[src/rtl/mem_stage_pkg.sv]
// Shared types and widths for the MEM stage and MEM/WB pipeline register.
package mem_stage_pkg;

  localparam int DATA_W     = 64;
  localparam int REG_ADDR_W = 5;
  localparam int WCNT_W     = 4;

  typedef enum logic {
    IDLE = 1'b0,
    WAIT = 1'b1
  } mem_state_e;

endpackage

[src/rtl/data_memory.sv]
// DEPTH x 64-bit data memory with synchronous write and synchronous read.
// A read and a write to the same word on the same edge return the old word.
module data_memory
  import mem_stage_pkg::*;
#(
  parameter int DEPTH = 32,
  localparam int AW   = $clog2(DEPTH)
) (
  input  logic              clk,
  input  logic              we,
  input  logic [AW-1:0]     waddr,
  input  logic [DATA_W-1:0] wdata,
  input  logic              re,
  input  logic [AW-1:0]     raddr,
  output logic [DATA_W-1:0] rdata
);

  logic [DATA_W-1:0] mem [DEPTH];
  logic [DATA_W-1:0] rdata_q;
  logic [DATA_W-1:0] rdata_d;

  // Hold the previous read word unless a read is requested this cycle.
  always_comb begin
    rdata_d = rdata_q;
    if (re) rdata_d = mem[raddr];
  end

  // Write port and read register share one edge, so a same-word read sees the old value.
  always_ff @(posedge clk) begin
    if (we) mem[waddr] <= wdata;
    rdata_q <= rdata_d;
  end

  assign rdata = rdata_q;

endmodule

[src/rtl/mem_wb_stage.sv]
// MEM stage plus MEM/WB register: doubleword load/store with WAIT_STATES extra
// cycles per access, branch resolution, and stall generation for upstream.
// Optional macro MEM_ALIGN_CHECK_EN enables the sticky misalignment fault.
module mem_wb_stage
  import mem_stage_pkg::*;
#(
  parameter int DEPTH       = 32,
  parameter int WAIT_STATES = 0
) (
  input  logic                  clk,
  input  logic                  reset,
  input  logic                  Branch,
  input  logic                  Zero,
  input  logic                  MemRead,
  input  logic                  MemWrite,
  input  logic                  MemtoReg,
  input  logic                  RegWrite,
  input  logic [DATA_W-1:0]     Adder_Out_2,
  input  logic [DATA_W-1:0]     Result,
  input  logic [DATA_W-1:0]     Write_Data,
  input  logic [REG_ADDR_W-1:0] RD,
  output logic                  PCSrc,
  output logic [DATA_W-1:0]     Branch_Target,
  output logic                  mem_stall,
  output logic                  MEM_WB_RegWrite,
  output logic                  MEM_WB_MemtoReg,
  output logic [DATA_W-1:0]     MEM_WB_Read_Data,
  output logic [DATA_W-1:0]     MEM_WB_Result,
  output logic [REG_ADDR_W-1:0] MEM_WB_RD,
  output logic                  mem_fault
);

  localparam int AW = $clog2(DEPTH);
  localparam logic HAS_WAIT = (WAIT_STATES > 0);
  localparam logic [WCNT_W-1:0] CNT_LOAD =
    (WAIT_STATES > 0) ? WCNT_W'(WAIT_STATES - 1) : '0;

  mem_state_e            state_q, state_d;
  logic [WCNT_W-1:0]     cnt_q, cnt_d;
  logic                  mem_fault_q, mem_fault_d;
  logic                  load_q, load_d;
  logic                  regwrite_q, regwrite_d;
  logic                  memtoreg_q, memtoreg_d;
  logic [DATA_W-1:0]     result_q, result_d;
  logic [REG_ADDR_W-1:0] rd_q, rd_d;

  logic                  mem_op;
  logic                  is_load;
  logic                  misaligned;
  logic                  complete;
  logic                  mem_we;
  logic                  mem_re;
  logic [AW-1:0]         word_idx;
  logic [DATA_W-1:0]     mem_rdata;
  logic                  unused_result_bits;

  assign mem_op   = MemRead | MemWrite;
  assign is_load  = MemRead & ~MemWrite;
  assign word_idx = Result[AW+2:3];
  assign unused_result_bits = ^{Result[DATA_W-1:AW+3], Result[2:0]};

`ifdef MEM_ALIGN_CHECK_EN
  assign misaligned = mem_op & (Result[2:0] != 3'b000);
`else
  assign misaligned = 1'b0;
`endif

  assign PCSrc         = Branch & Zero;
  assign Branch_Target = Adder_Out_2;

  // Access sequencing: decide whether the current access completes this cycle.
  always_comb begin
    state_d  = state_q;
    cnt_d    = cnt_q;
    complete = 1'b0;
    unique case (state_q)
      IDLE: begin
        if (!mem_op || !HAS_WAIT) begin
          complete = 1'b1;
        end else begin
          cnt_d   = CNT_LOAD;
          state_d = WAIT;
        end
      end
      WAIT: begin
        if (cnt_q == '0) begin
          complete = 1'b1;
          state_d  = IDLE;
        end else begin
          cnt_d = cnt_q - 1'b1;
        end
      end
      default: state_d = IDLE;
    endcase
  end

  assign mem_stall = ~complete;
  assign mem_we    = complete & MemWrite & ~misaligned & reset;
  assign mem_re    = complete & is_load & ~misaligned;

  // MEM/WB next values: a bubble while stalled, otherwise pass the EX/MEM controls through.
  always_comb begin
    regwrite_d  = 1'b0;
    memtoreg_d  = 1'b0;
    result_d    = '0;
    rd_d        = '0;
    load_d      = mem_re;
    mem_fault_d = mem_fault_q | (complete & misaligned);
    if (complete) begin
      regwrite_d = RegWrite;
      memtoreg_d = MemtoReg;
      result_d   = Result;
      rd_d       = RD;
    end
  end

  // State, counter, fault flag and MEM/WB register with synchronous active-low reset.
  always_ff @(posedge clk) begin
    if (!reset) begin
      state_q     <= IDLE;
      cnt_q       <= '0;
      mem_fault_q <= 1'b0;
      load_q      <= 1'b0;
      regwrite_q  <= 1'b0;
      memtoreg_q  <= 1'b0;
      result_q    <= '0;
      rd_q        <= '0;
    end else begin
      state_q     <= state_d;
      cnt_q       <= cnt_d;
      mem_fault_q <= mem_fault_d;
      load_q      <= load_d;
      regwrite_q  <= regwrite_d;
      memtoreg_q  <= memtoreg_d;
      result_q    <= result_d;
      rd_q        <= rd_d;
    end
  end

  data_memory #(
    .DEPTH(DEPTH)
  ) u_data_memory (
    .clk  (clk),
    .we   (mem_we),
    .waddr(word_idx),
    .wdata(Write_Data),
    .re   (mem_re),
    .raddr(word_idx),
    .rdata(mem_rdata)
  );

  assign MEM_WB_RegWrite  = regwrite_q;
  assign MEM_WB_MemtoReg  = memtoreg_q;
  assign MEM_WB_Read_Data = load_q ? mem_rdata : '0;
  assign MEM_WB_Result    = result_q;
  assign MEM_WB_RD        = rd_q;
  assign mem_fault        = mem_fault_q;

endmodule

[config.mk]
export PLATFORM = sky130hd
export DESIGN_NAME = mem_wb_stage
export DESIGN_NICKNAME = d
export VERILOG_FILES = /design/src/rtl/mem_stage_pkg.sv /design/src/rtl/data_memory.sv /design/src/rtl/mem_wb_stage.sv
export SDC_FILE = /design/constraint.sdc
export NUM_CORES = 2
export LEC_CHECK = 0
export ABC_AREA = 1
export CORE_UTILIZATION = 32
export DETAILED_ROUTE_END_ITERATION = 7
export PLACE_DENSITY = 0.54
export SYNTH_ARGS = -nofsm -noshare
export SYNTH_HDL_FRONTEND = slang
export SYNTH_HIERARCHICAL = 1
export SYNTH_SLANG_ARGS = --single-unit
[constraint.sdc]
create_clock -name clk -period 5.46 [get_ports clk]
set_input_delay 0.819 -clock clk [delete_from_list [all_inputs] [get_ports clk]]
set_output_delay 0.819 -clock clk [all_outputs]
set_load 0.03 [all_outputs]
==> summary.txt <==
Routing
  • Vias/cell: 5.03
  • DR vias: 56,000
  • Final WL: 252,000 um
  • DRC: 0
  • Drt pass-1 iters: 6
  • DR WL/cell: 22.6 um
  • Initial DRC Count: 5,827
  • Post-route antenna net violation count: 0

Final layout
  • Area grow syn2layout: 15.5%
  • Non-Filler Instances: 11,100
  • Layout cells sized above 1: 7.31%
  • Final nets: 7,586
  • Fill count: 25,900

Place
  • Placed cell count: 10,700
  • Dpl hpwl: 132,000 um
  • Count of input and output buffers: 277
  • Pre-CTS WS: 1.69 ns
  • Routability Congestion: 0.792

Power
  • Leakage power: 35.8 nW
  • IR Drop Worst-Case VDD: 0.000290 V
  • Pwr/cell area: 350 nW/um2

Worst setup path
  • Max FO, Critical Path: 32
  • Worst setup SP type: register
  • Setup CP Type: register to output pin
  • Crit-path slowest cell: dfxtp_4
  • WP data arrival: 3.13 ns
  • CP max stage delay: 0.77 ns
  • Worst path required time: 4.64 ns
  • Worst-path cell chain: buf_4 -> nand2_1 -> inv_1 -> clkdlybuf4s50_1
  • Worst setup EP type: output pin

Synth
  • Top_reg_cell synth: edfxtp_1
  • Largest area contributor in the synthesized netlist: edfxtp_1
  • Simple-Gate Fraction of Synth Area: 21.8%
  • Commonest cells in the synthesized netlist: nand2_1 (2,446), edfxtp_1 (2,112), nand3_1 (1,801)
  • Adder-Cell Fraction of Synth Area: 0.0143%
  • Share of the synthesized area in the top cell type: 72.6%
  • Cell variety after synth: 24
  • FFs w/ async S/R, synth: 0%
  • EDFF count, synth: 2,112
  • Post-synthesis xor/xnor area fraction: 0%
  • Combinational family with the most area after synthesis: simple AND/OR/NAND/NOR gates
  • Syn_nets: 7,437
  • Post-synthesis compound-gate area fraction: 0.0186%
  • Sequential share of the synthesized area: 74.4%
  • Area contributors post-synth: edfxtp_1 (73%), nand2_1 (11%), nand3_1 (10%)
  • Yosys warnings: 6
  • Count leader, synth: nand2_1
  • Register bit count reported by yosys: 2,189
  • Avg Cell Area, Syn: 12.1 um2
  • Post-synthesis cell area: 87,400 um2
  • Syn Inst Count: 7,231
  • Post-synthesis mux area share: 0%

Floorplanning
  • # rows: 191
  • Die area: 275,000 um2
  • Core Area: 271,000 um2
  • DIE WIDTH: 525 um
  • IO Pins: 407
  • Die Y: 525 um
  • Initial Util: 32.2%

Timing
  • Fin worst setup slack: 1.51 ns
  • Fin crit share: 72.4%
  • Final min period: 3.95 ns
  • Slew headroom: 11.2%
  • Fin. Hold Viols: 0
  • Worst-Margin Slew: 1.33 ns
  • Max Freq: 253 MHz
  • Setup-failing EPs final: 0
  • RSZ-0062 raised after global routing: false
  • Slew Viols, Final: 0
  • Clock Skew: 0.0521 ns
  • Setup TNS: 0 ns

Global route
  • First-pass GRT wire length: 369,000 um
  • Grt ovf: 0
  • Vias in the first global route: 53,600
  • Met1 GRT Util: 24.9%
  • Initial antenna violation count: 18
  • Global Route Usage Sum: 17.8%
  • Top Usage Layer GRT: met2
  • Largest net degree at the start of global routing: 154
  • Met3 track utilization from global routing: 2.38%
  • Met2 Track Usage GR: 29.0%

Clock tree
  • Hold-fix buffers, CTS: 0
  • CTS Buffer Depth: 3
  • Clock latency on the worst-skew pair: 0.85 ns
  • Post-cts sizing count: 0
  • Clk root buf: clkbuf_16
  • Post-CTS Setup Inserts: 0
  • Inserted Clock Buffers: 217
  • H-tree depth: 4
  • CTS tree: done
  • CTS clk-pin slew, worst paths: 0.06 ns
  • CTS Sinks: 2,189

Outcome
  • Status: finished, final reports clean

Min path
  • Hold Path Class: input pin to register

Run
  • Max_cap viols: 0
[state kept, by name, summed over array words and instances (netlist names)]
name and cells:
u_data_memory/mem 2048, MEM_WB_Result 64, u_data_memory/rdata 64, MEM_WB_RD 5, cnt_q 4, MEM_WB_MemtoReg 1
MEM_WB_RegWrite 1, load_q 1, state_q 1
[layer usage]
layer	routed length, um	vias to the layer above
met2	120000	1915
met1	111000	28200
met4	6340	8
li1	-	25600
met5	51	-
met3	15000	367
[final cells by class]
class                      count  area, um2  share of cell area, %
multi-input combinational   4370      19300                   19.2
clock inverter               132       1190                   1.18
clock buffer                 276       5690                   5.64
sequential                  2189      65000                   64.4
timing repair buffer         448       4610                   4.57
inverter                     154        619                  0.614
tap                         3570       4470                   4.43
antenna                        3       7.51                0.00744
[critical path: cells and delay by family (launching register included)]
family,cells,cell delay (ns)
DFF,1,0.77
and+or+nand+nor,1,0.26
buffers and inverters,3,1.19
[path summary, 6_finish.rpt]
check            start                  endpoint  slack (ns)  depth (start not counted)
min reg2reg   cnt_q[3]                  cnt_q[3]        0.53                          2
max             load_q      MEM_WB_Read_Data[40]        1.51                          4
max reg2reg   cnt_q[0]  u_data_memory/mem[10][6]        2.33                         10
min          Result[7]          MEM_WB_Result[7]        0.44                          3
[power by group]
group / internal [mW] / total [mW] / switching [mW]
sequential: 18.5 / 18.6 / 0.0397
combinational: 0.609 / 2.22 / 1.61
clock: 8.14 / 14.5 / 6.41
[cells by family after synthesis]
family                   count (synthesis)
flip-flops                            2189
adder cells (fa/ha/maj)                  1
other                                    1
AO/OA/AOI/OAI                            3
buffers and inverters                  672
AND/OR/NAND/NOR                       4365
[cell usage in the layout (no fill, tap or decap), types with 2 or more instances in the layout]
cell type / instances
nor2_1: 28
nand3_1: 1801
clkinvlp_4: 4
o21ai_0: 2
dfxtp_1: 76
nand2_1: 2446
clkbuf_1: 57
inv_16: 4
buf_4: 127
clkinv_16: 5
diode_2: 3
buf_8: 3
clkinvlp_2: 2
nand4_1: 2
clkinv_2: 25
clkinv_8: 2
clkbuf_16: 219
bufinv_16: 16
edfxtp_1: 2112
buf_2: 3
clkinv_1: 70
inv_1: 149
inv_6: 3
nor2_4: 82
clkinv_4: 2
clkdlybuf4s50_1: 269
buf_12: 44
inv_8: 3
[through the flow]
stage	hold WS [ns]	total power, mW	util (%)	area, um2
after CTS	0.417	35.7	37.2	101000
after global routing	0.423	36.5	37.2	101000
after global placement	0.510	21.1	34.7	94000
final	0.438	35.3	37.2	101000
after detailed placement	0.526	21.2	34.7	94000
after floorplan	0.492	20.2	-	87400
(Power assumes the default switching activity.)
